[config.mk]
export PLATFORM = sky130hd
export DESIGN_NAME = blink_sequencer
export DESIGN_NICKNAME = d
export VERILOG_FILES = /design/src/rtl/blink_pkg.sv /design/src/rtl/blink_channel.sv /design/src/rtl/blink_sequencer.sv
export SDC_FILE = /design/constraint.sdc
export NUM_CORES = 1
export LEC_CHECK = 0
export CAP_MARGIN = 40
export CORE_UTILIZATION = 50
export DETAILED_ROUTE_END_ITERATION = 10
export PLACE_DENSITY_LB_ADDON = 0.05
export SLEW_MARGIN = 10
export SYNTH_ARGS = -nofsm -noshare
export SYNTH_HDL_FRONTEND = slang
export SYNTH_SLANG_ARGS = --single-unit
[constraint.sdc]
create_clock -name clk -period 6 [get_ports clk]
set_input_delay 1.5 -clock clk [delete_from_list [all_inputs] [get_ports clk]]
set_output_delay 1.5 -clock clk [all_outputs]
set_load 0.005 [all_outputs]
[src/rtl/blink_pkg.sv]
// blink_pkg: shared types and defaults for the LED blink sequencer
//   DEF_CNT_W : default width of the per-channel period / tick counter
//   CFG_W     : carrier width for the channel index and period inside cfg_t
//   state_t   : sequencer state (IDLE / RUN)
//   cfg_t     : one channel configuration request {ch, en, period}
package blink_pkg;
    localparam int DEF_CNT_W = 16;
    localparam int CFG_W = 32;
    typedef enum logic {IDLE, RUN} state_t;
    typedef struct packed {
        logic [CFG_W-1:0] ch;
        logic             en;
        logic [CFG_W-1:0] period;
    } cfg_t;
endpackage

[src/rtl/blink_channel.sv]
// blink_channel: one LED toggle channel driven by the shared tick
//   clk    : system clock
//   rst    : asynchronous active-low reset
//   tick   : one-cycle prescaler pulse; advances the channel counter
//   commit : a pending config is being applied this edge (any channel)
//   cfg    : the config being committed; applied only when cfg.ch == IDX
//   toggle : square-wave output, flips every 'period' ticks
module blink_channel
    import blink_pkg::*;
#(
    parameter int IDX = 0,
    parameter int CNT_W = DEF_CNT_W
) (
    input  logic clk,
    input  logic rst,
    input  logic tick,
    input  logic commit,
    input  cfg_t cfg,
    output logic toggle
);
    logic             en;
    logic [CFG_W-1:0] period;
    logic [CNT_W-1:0] cnt;
    logic             hit;
    logic             active;
    logic             wrap;

    assign hit = commit && cfg.ch == CFG_W'(IDX);
    assign active = tick && en && period != '0;
    assign wrap = CFG_W'(cnt) == period - CFG_W'(1);

    // A commit to this channel overrides a same-edge tick update.
    always_ff @(posedge clk or negedge rst) begin
        if (!rst) begin
            en     <= 1'b0;
            period <= '0;
            cnt    <= '0;
            toggle <= 1'b1;
        end else if (hit) begin
            en     <= cfg.en;
            period <= cfg.period;
            cnt    <= '0;
            toggle <= 1'b1;
        end else if (active) begin
            cnt    <= wrap ? '0 : cnt + CNT_W'(1);
            toggle <= toggle ^ wrap;
        end
    end
endmodule

[src/rtl/blink_sequencer.sv]
// blink_sequencer: shared-timebase controller for N_CH LED toggle channels
//   clk        : system clock
//   rst        : asynchronous active-low reset
//   run        : 1 = sequencing active, 0 = paused
//   cfg_valid  : config request valid
//   cfg_ready  : config slot free (registered, independent of cfg_valid)
//   cfg_ch     : target channel; indices >= N_CH are accepted and discarded
//   cfg_en     : channel enable
//   cfg_period : half-period in ticks; 0 freezes the channel
//   tick       : one-cycle pulse at prescaler wrap
//   busy       : 1 while in RUN
//   toggle     : per-channel square-wave outputs
module blink_sequencer
    import blink_pkg::*;
#(
    parameter int N_CH = 4,
    parameter int PRESCALE = 4_000_000,
    parameter int CNT_W = DEF_CNT_W
) (
    input  logic                  clk,
    input  logic                  rst,
    input  logic                  run,
    input  logic                  cfg_valid,
    output logic                  cfg_ready,
    input  logic [$clog2(N_CH):0] cfg_ch,
    input  logic                  cfg_en,
    input  logic [CNT_W-1:0]      cfg_period,
    output logic                  tick,
    output logic                  busy,
    output logic [N_CH-1:0]       toggle
);
    localparam int PRE_W = $clog2(PRESCALE);
    localparam logic [PRE_W-1:0] PRE_MAX = PRE_W'(PRESCALE - 1);

    state_t           state;
    state_t           state_nx;
    logic [PRE_W-1:0] pre;
    logic             full;
    logic             hold;
    logic             commit;
    cfg_t             slot;

    always_ff @(posedge clk or negedge rst) begin
        if (!rst) state <= IDLE;
        else      state <= state_nx;
    end

    always_comb begin
        state_nx = run ? RUN : IDLE;
    end

    always_comb begin
        busy = state == RUN;
        tick = busy && pre == PRE_MAX;
    end

    // Prescaler only runs while staying in RUN; leaving RUN clears it.
    always_ff @(posedge clk or negedge rst) begin
        if (!rst) pre <= '0;
        else      pre <= (busy && run) ? (tick ? '0 : pre + PRE_W'(1)) : '0;
    end

    // hold keeps cfg_ready low for the cycle right after a commit.
    assign cfg_ready = !full && !hold;
    assign commit = full && (!busy || tick);

    always_ff @(posedge clk or negedge rst) begin
        if (!rst) begin
            full <= 1'b0;
            hold <= 1'b0;
            slot <= '0;
        end else begin
            hold <= commit;
            full <= commit ? 1'b0 : (full || (cfg_valid && cfg_ready));
            if (cfg_valid && cfg_ready)
                slot <= '{ch: CFG_W'(cfg_ch), en: cfg_en, period: CFG_W'(cfg_period)};
        end
    end

    for (genvar i = 0; i < N_CH; i++) begin : g_ch
        blink_channel #(.IDX(i), .CNT_W(CNT_W)) u_ch (
            .clk    (clk),
            .rst    (rst),
            .tick   (tick),
            .commit (commit),
            .cfg    (slot),
            .toggle (toggle[i])
        );
    end
endmodule

==> run metrics, run 1 <==
Design Area, Final 0.01150 mm2; initial DRC count 396; CP required 4.50 ns; Final Max Slew Viols 0; IO buf count 30; Final Net Count 1126; relative slew slack 0.3791; Power Total 4.595 mW; Remaining DRCs 0; fin crit period 4.355 ns; Setup violations, final 0; clock buffer depth 2; Warnings, synthesis 0; final core occ 0.5683; Core Rows 52; first-pass GRT wire length 39.74 mm; crit-path cells or4_1 -> nor4_1 -> clkdlybuf4s50_1; TritonCTS Sinks 181; setup bufs post-CTS 0; CP Launch Type register; GP Congestion 0.8393; run status finished clean; post-detailed-route via-to-cell ratio 5.602; netlist area before placement 0.01035 mm2; Worst-Margin Slew 0.9279 ns; Max Freq 229.6 MHz; post-CTS resize count 0; top cell family by delay on the critical path simple AND/OR/NAND/NOR gates; clk_lat worst skew 0.43 ns; PnR worst setup slack 1.645 ns; crit end category output pin; Synth Register Bits 181; Layout area overhead 11.08%; share of cells above drive strength 1 0.1338; CTS tree yes; peak supply drop 0.2445 mV; final-report hold violation count 0; root buf cell clkbuf_16; Clock H-tree levels 4; P_leak 4.969 nW; drt wl/cell 17.18 um; period utilization 0.7258; synth top area cells dfrtp_1, mux2_2, xnor2_1, xor2_1, nand2_1; fraction of registers with async set/reset 1.000; max_cap viols 0; RSZ-0062 raised after global routing false; antenna viol nets, final 0; number of flops mapped to enable cells by yosys 0; Setup CP Type register to output pin; GRT overflow 0; HP Class register to register; CORE AREA 0.02023 mm2; num ports 31; Post-Syn Nets 1113; die height 145.9 um; post-detailed-placement half-perimeter wirelength 16.59 mm; syn_area_per_cell 9.584 um2; Fin Clk Skew 0.01160 ns; most frequent cell after synthesis dfrtp_1; Die Wd 145.9 um; final cell count without fillers 1376; Fin Setup TNS 0 ns; CTS Buf Count 17; die area 0.02128 mm2; vias in the first global route 7591; arrival time at the worst endpoint 2.85 ns; routed vias 7709; slowest CP cell nor4_1; Worst path max stage delay 0.80 ns; Buf/Inv on CP 1; area leader, netlist dfrtp_1; Post-Route WL 23.64 mm; setup slack after placement 2.124 ns; Power Density 399.6 mW/mm2; share of the synthesized area in the top cell type 0.4279; Initial Util 0.5116; Clk pin slew, worst setup/hold paths 0.06 ns; n_diodes 0; Cells after DPL 1344; initial antenna violation count 0; Top FF cell, synth dfrtp_1; all-layer global routing usage 0.2331; pin count of the biggest net entering global routing 104; Crit Path Max Fanout 4; Distinct cells, synth 74; sequential share of the synthesized area 0.4381; Post-synth top cells dfrtp_1, nand2_1, nor2_1, xnor2_1, xor2_1; Hold Slack 0.4832 ns; hold buffers post-CTS 0; placed cell areas 0.01086 mm2; Syn Inst Count 1080; Pre-antenna DRT Iters 5
-- cell usage in the layout (no fill, tap or decap), types with 17 or more instances in the layout --
| cell | instances |
|---|---|
| and3_1 | 28 |
| nand3_1 | 38 |
| xnor2_1 | 73 |
| nand4_1 | 28 |
| nor2_1 | 101 |
| xor2_1 | 72 |
| nand2_1 | 143 |
| nor3_1 | 33 |
| mux2_2 | 67 |
| o21ai_0 | 24 |
| dfrtp_1 | 177 |
| clkbuf_16 | 17 |
| clkdlybuf4s50_1 | 29 |
| inv_1 | 20 |
-- registers in the layout (all words and copies together), names as in the netlist --
signal,flops
full,1
g_ch.u_ch.en,4
g_ch.u_ch.period,64
pre,22
slot,20
g_ch.u_ch.cnt,64
busy,1
g_ch.u_ch.toggle,4
hold,1
-- per-layer routing --
layer	up-vias	wire, um	track usage
met3	15	761	0.04201
li1	3813	-	-
met2	105	10960	0.3708
met1	3776	11690	0.3329
met5	-	0	0
met4	0	233	0.04789
-- final cells by class --
| cell class | instances | area [um2] |
|---|---|---|
| clock buffers | 20 | 466.7 |
| clock inverters | 12 | 176.4 |
| fillers | 1833 | 8736 |
| inverters | 20 | 75.07 |
| multi-input cells | 836 | 5524 |
| flip-flops and latches | 181 | 4534 |
| well taps | 270 | 337.8 |
| repair buffers | 37 | 384.1 |
-- worst paths after layout --
check,to,startpoint,cells after the start,slack (ns)
max in group asynchronous,g_ch[0].u_ch.toggle,rst,2,3.95
min in group asynchronous,g_ch[3].u_ch.cnt[9],rst,1,1.08
max reg2reg,g_ch[3].u_ch.cnt[9],pre[8],8,2.49
min reg2reg,pre[0],pre[0],1,0.48
max,tick,pre[13],3,1.65
min,pre[0],pre[0],1,0.48
-- report_power, final --
| group | internal (mW) | total, mW | switching, mW |
|---|---|---|---|
| combinational | 0.720 | 1.41 | 0.690 |
| sequential | 1.50 | 1.97 | 0.466 |
| clock | 0.731 | 1.22 | 0.485 |
-- cell families (layout without fill, tap and decap cells) --
group / after synthesis / in the layout / synth area share
AND/OR/NAND/NOR: 508 / 508 / 0.2566
AO/OA/AOI/OAI: 104 / 104 / 0.06769
buffers and inverters: 63 / 89 / 0.02828
multiplexers: 70 / 70 / 0.07579
XOR/XNOR: 145 / 145 / 0.1227
adder cells (fa/ha/maj): 9 / 9 / 0.01088
flip-flops: 181 / 181 / 0.4381
(Power assumes the default switching activity.)
==> inputs of run 2 (changes only) <==
==> constraint.sdc (replaced) <==
create_clock -name clk -period 4.35 [get_ports clk]
set_input_delay 1.0875 -clock clk [delete_from_list [all_inputs] [get_ports clk]]
set_output_delay 1.0875 -clock clk [all_outputs]
set_load 0.005 [all_outputs]
==> run 2 against run 1 <==
Against the previous run: combinational power increased by 38%; critical path depth is the same; sequential share of layout area decreased by 0.086 points; power is 38% higher; sequential cell count unchanged; clock power rose by 39%; register-to-register slack worse by 1.3 ns; non-clock buffer count is 6 higher; via count fell by 0.23%.
==> run metrics, run 2 (synthesis results as in run 1) <==
Post-Route WL 23.71 mm (+0.28%); period utilization 0.7966; routed vias 7691 (-0.23%); all-layer global routing usage 0.2363 (+0.003232); vias in the first global route 7444 (-1.9%); Remaining DRCs 0 (unchanged); die height 145.9 um (unchanged); num ports 31 (unchanged); setup slack after placement 1.194 ns (-0.9302 ns); crit end category output pin; Power Density 551.7 mW/mm2 (+38%); CP Launch Type register; Layout area overhead 11.33%; final core occ 0.5695 (+0.001237); reg2reg end g_ch[1].u_ch.cnt[7]; initial antenna violation count 0 (unchanged); Fin Setup TNS 0 ns (unchanged); post-CTS resize count 0 (unchanged); final cell count without fillers 1382 (+0.44%); arrival time at the worst endpoint 2.38 ns (-0.47 ns); post-detailed-placement half-perimeter wirelength 16.91 mm (+1.9%); Cells after DPL 1350 (+0.45%); FF-to-FF Start g_ch[1].u_ch.period[0]; CORE AREA 0.02023 mm2 (unchanged); first-pass GRT wire length 39.58 mm (-0.42%); Die Wd 145.9 um (unchanged); Initial Util 0.5116 (unchanged); P_leak 4.990 nW (+0.43%); pin count of the biggest net entering global routing 87 (-16%); Core Rows 52 (unchanged); R2R setup slack 1.19 ns (-1.30 ns); antenna viol nets, final 0 (unchanged); Design Area, Final 0.01152 mm2 (+0.22%); PnR worst setup slack 0.8848 ns (-0.7607 ns); post-detailed-route via-to-cell ratio 5.565 (-0.67%); CTS tree yes; n_diodes 0 (unchanged); Clk pin slew, worst setup/hold paths 0.07 ns (about the same); crit path launch pre[13]; GP Congestion 0.8712 (+3.8%); most frequent cells in the layout dfrtp_1, nand2_1, nor2_1; fin crit period 3.465 ns; placed cell areas 0.01088 mm2 (+0.25%); Crit Path Max Fanout 4 (unchanged); clock buffer depth 2 (unchanged); IO buf count 30 (unchanged); Final Net Count 1132 (+0.53%); Worst-Margin Slew 0.7307 ns (-0.1972 ns); initial DRC count 323 (-18%); Hold Slack 0.4757 ns (-0.007514 ns); hold buffers post-CTS 0 (unchanged); relative slew slack 0.5129 (+0.1338); TritonCTS Sinks 181 (unchanged); setup bufs post-CTS 0 (unchanged); Power Total 6.357 mW (+38%); Fin Clk Skew 0.008791 ns (-0.002808 ns); share of cells above drive strength 1 0.1385 (+0.004674); die area 0.02128 mm2 (unchanged); CP required 3.26 ns (-1.24 ns); drt wl/cell 17.15 um (-0.15%); HP Class register to register; run status finished clean; peak supply drop 0.2955 mV (+21%); clk_lat worst skew 0.44 ns (about the same); CP endpoint tick; final-report hold violation count 0 (unchanged); root buf cell clkbuf_16; Max Freq 288.6 MHz; max_cap viols 0 (unchanged); worst reg2reg path depth 9 (+1); Pre-antenna DRT Iters 5 (unchanged); Final Max Slew Viols 0 (unchanged); RSZ-0062 raised after global routing false; biggest regs g_ch.u_ch.cnt x64, g_ch.u_ch.period x64, pre x22; most common cell after layout, fill and taps aside dfrtp_1; Setup violations, final 0 (unchanged); CTS Buf Count 17 (unchanged); Clock H-tree levels 4 (unchanged); GRT overflow 0 (unchanged); Setup CP Type register to output pin
## run 2: cell types whose count changed in the layout (fill, tap and decap cells not counted), sizes merged
cell	before	now
inv	20	27
clkbuf	21	18
buf	7	13
clkinv	6	2
## run 2: worst max-delay path: stages, from the launching register on
cell             delay [ns]
dfrtp_1                0.41
or4_1                  0.54
nor4_1                 0.41
clkdlybuf4s50_1        0.58
## run 2: metal layers
layer / vias to the layer above / global-route usage / wire length (um) / share of wire
met3: 27 / 0.04075 / 633 / 0.027
met5: - / 0 / 0 / 0
met2: 108 / 0.3746 / 10980 / 0.46
met4: 0 / 0.07000 / 427 / 0.018
li1: 3809 / - / - / -
met1: 3747 / 0.3316 / 11670 / 0.49
## run 2: worst min path at each step
| stage | from | end | slack (ns) | cells past startpoint |
|---|---|---|---|---|
| 6_report | pre[0] | pre[0] | 0.48 | 1 |
| 5_1_grt | pre[0] | pre[0] | 0.53 | 1 |
| 4_1_cts | pre[0] | pre[0] | 0.48 | 1 |
| 3_5_place_dp | pre[0] | pre[0] | 0.47 | 1 |
| 3_3_place_gp | pre[0] | pre[0] | 0.47 | 1 |
| 2_1_floorplan | pre[0] | pre[0] | 0.45 | 1 |
## run 2: power breakdown
group	total (mW)	switching (mW)	internal, mW	leakage [nW]
Sequential	2.72	0.646	2.07	2.37
Clock	1.69	0.708	0.979	0.309
Combinational	1.95	0.957	0.994	2.32
Total	6.36	2.31	4.05	4.99
## run 2: cell type report
cell class / instances / area, um2
fillers: 1819 / 8711
multi-input cells: 836 / 5524
flip-flops and latches: 181 / 4534
clock buffers: 17 / 425.4
repair buffers: 43 / 411.6
well taps: 270 / 337.8
clock inverters: 15 / 215.2
inverters: 20 / 75.07
==> inputs of run 3 (changes only) <==
==> constraint.sdc (replaced) <==
create_clock -name clk -period 3 [get_ports clk]
set_input_delay 0.75 -clock clk [delete_from_list [all_inputs] [get_ports clk]]
set_output_delay 0.75 -clock clk [all_outputs]
set_load 0.005 [all_outputs]
==> run 3 against run 2 <==
Against the previous run: core utilization grew 1.3 points; non-clock buffer count increased by 30; clock-buffer cell count up 3; die area is the same; sequential cell count did not move; highest routed layer unchanged.
==> run metrics, run 3 (synthesis results as in run 1) <==
Core Rows 52 (unchanged); Post-Route WL 24.03 mm (+1.3%); setup slack after placement 0.08927 ns (-1.105 ns); clk_lat worst skew 0.43 ns (about the same); cell mode on critical path nor4_2; Power Density 785.8 mW/mm2 (+42%); P_leak 5.135 nW (+2.9%); GP Congestion 0.8612 (-1.1%); crit end category register; Clock H-tree levels 4 (unchanged); worst reg2reg path depth 9 (unchanged); Hold Slack 0.3385 ns (-0.1372 ns); initial antenna violation count 0 (unchanged); share of cells above drive strength 1 0.1699 (+0.03139); Final Net Count 1162 (+2.7%); met3 wire length 655 um (+3.5%); top cell family by delay on the critical path simple AND/OR/NAND/NOR gates; Final Max Slew Viols 0 (unchanged); peak supply drop 0.4202 mV (+42%); Buf/Inv on CP 1 (unchanged); Clk pin slew, worst setup/hold paths 0.07 ns (about the same); GRT overflow 0 (unchanged); TritonCTS Sinks 181 (unchanged); pin count of the biggest net entering global routing 75 (-14%); Setup violations, final 0 (unchanged); root buf cell clkbuf_16; Max Freq 356.0 MHz; first-pass GRT wire length 39.78 mm (+0.51%); Initial Util 0.5116 (unchanged); biggest regs g_ch.u_ch.cnt x64, g_ch.u_ch.period x64, pre x22; Worst path max stage delay 0.58 ns (about the same); Storage cell area 0.004536 mm2 (about the same); # fillers 1791 (-1.5%); slowest CP cell or4_4; CP required 3.32 ns (+0.06 ns); final core occ 0.5826 (+0.01305); hold buffers post-CTS 0 (unchanged); wire length on met2 11.17 mm (+1.7%); Fin Clk Skew 0.008808 ns (+0.00001768 ns); drt wl/cell 17.02 um (-0.81%); CORE AREA 0.02023 mm2 (unchanged); die height 145.9 um (unchanged); antenna viol nets, final 0 (unchanged); Fin Setup TNS 0 ns (unchanged); Die Wd 145.9 um (unchanged); post-detailed-placement half-perimeter wirelength 17.42 mm (+3.0%); most frequent cells in the layout dfrtp_1, nand2_1, nor2_1; period utilization 0.9364; vias in the first global route 7633 (+2.5%); clock buffer depth 2 (unchanged); CTS Buf Count 17 (unchanged); Power Total 9.262 mW (+46%); post-detailed-route via-to-cell ratio 5.567 (about the same); fin crit period 2.809 ns; crit-path cells or4_4 -> or3_1 -> nor4_2 -> o211ai_1 -> nor4_2 -> a21oi_2 -> buf_4 -> o21ai_1 -> nand2_1; most common cell after layout, fill and taps aside dfrtp_1; relative slew slack 0.5786 (+0.06576); Crit Path Max Fanout 9 (+5); FF-to-FF Start g_ch[2].u_ch.period[5]; IO buf count 30 (unchanged); Remaining DRCs 0 (unchanged); die area 0.02128 mm2 (unchanged); CP Launch Type register; n_diodes 0 (unchanged); CTS tree yes; initial DRC count 484 (+50%); met1 WL 11.76 mm (+0.78%); Setup CP Type register to register; R2R setup slack 0.19 ns (-1.00 ns); RSZ-0062 raised after global routing false; final-report hold violation count 0 (unchanged); Pre-antenna DRT Iters 4 (-1); area of the multi-input gates 0.005589 mm2 (+1.2%); routed vias 7860 (+2.2%); PnR worst setup slack 0.1908 ns (-0.6940 ns); num ports 31 (unchanged); max_cap viols 0 (unchanged); arrival time at the worst endpoint 3.13 ns (+0.75 ns); reg2reg end g_ch[2].u_ch.cnt[6]; HP Class primary input to asynchronous set/reset pin; Worst-Margin Slew 0.6321 ns (-0.09863 ns); run status finished clean; Layout area overhead 13.88%; Highest Signal Layer met4; all-layer global routing usage 0.2380 (+0.001681)
## run 3: metrics by stage
stage / instance area (um2) / cells
floorplan: 10350 / 1080
global placement: 11120 / 1378
detailed placement: 11120 / 1378
CTS: 11740 / 1411
global route: 11790 / 1412
finish: 11790 / 1412
## run 3: final cells by class
type	instances	share of cell area
clock buffers	20	0.03874
well taps	270	0.02866
inverters	20	0.006369
flip-flops and latches	181	0.3848
multi-input cells	836	0.4742
clock inverters	12	0.01104
repair buffers	73	0.05626
## run 3: worst register-to-register path, stage by stage (launching register included)
cell and delay, ns:
dfrtp_2 0.47, or4_4 0.59, or3_1 0.41, nor4_2 0.32
o211ai_1 0.14, nor4_2 0.30, a21oi_2 0.16, buf_4 0.19
o21ai_1 0.07, nand2_1 0.07
## run 3: where the power goes
| part | internal (mW) | switching (mW) | total [mW] | leakage [nW] |
|---|---|---|---|---|
| combinational | 1.64 | 1.55 | 3.18 | 2.48 |
| clock | 1.27 | 0.974 | 2.24 | 0.286 |
| sequential | 3.01 | 0.826 | 3.84 | 2.36 |
| total | 5.92 | 3.35 | 9.26 | 5.13 |
## run 3: worst max-delay path by stage
| stage | start | endpoint | slack, ns | depth (start not counted) |
|---|---|---|---|---|
| after detailed placement | g_ch[2].u_ch.period[1] | g_ch[2].u_ch.cnt[6] | 0.09 | 11 |
| final | g_ch[2].u_ch.period[5] | g_ch[2].u_ch.cnt[6] | 0.19 | 9 |
| after global placement | g_ch[2].u_ch.period[1] | g_ch[2].u_ch.cnt[4] | 0.13 | 11 |
| after floorplan | g_ch[2].u_ch.period[0] | g_ch[2].u_ch.cnt[8] | 0.23 | 12 |
| after CTS | g_ch[2].u_ch.period[1] | g_ch[2].u_ch.cnt[12] | 0.06 | 10 |
| after global routing | g_ch[2].u_ch.period[1] | g_ch[2].u_ch.cnt[4] | 0.006 | 12 |
## run 3: per-layer routing
metal,GRT usage,vias up
li1,-,3877
met1,0.3329,3850
met2,0.3806,106
met3,0.03668,27
met4,0.07316,0
met5,0,-
## run 3: repair_timing
item / in CTS / in global routing
setup buffers: 1 / 1
pin swaps: 3 / 4
gates resized for setup: 5 / 10
endpoints found under the setup margin: 1 / 39
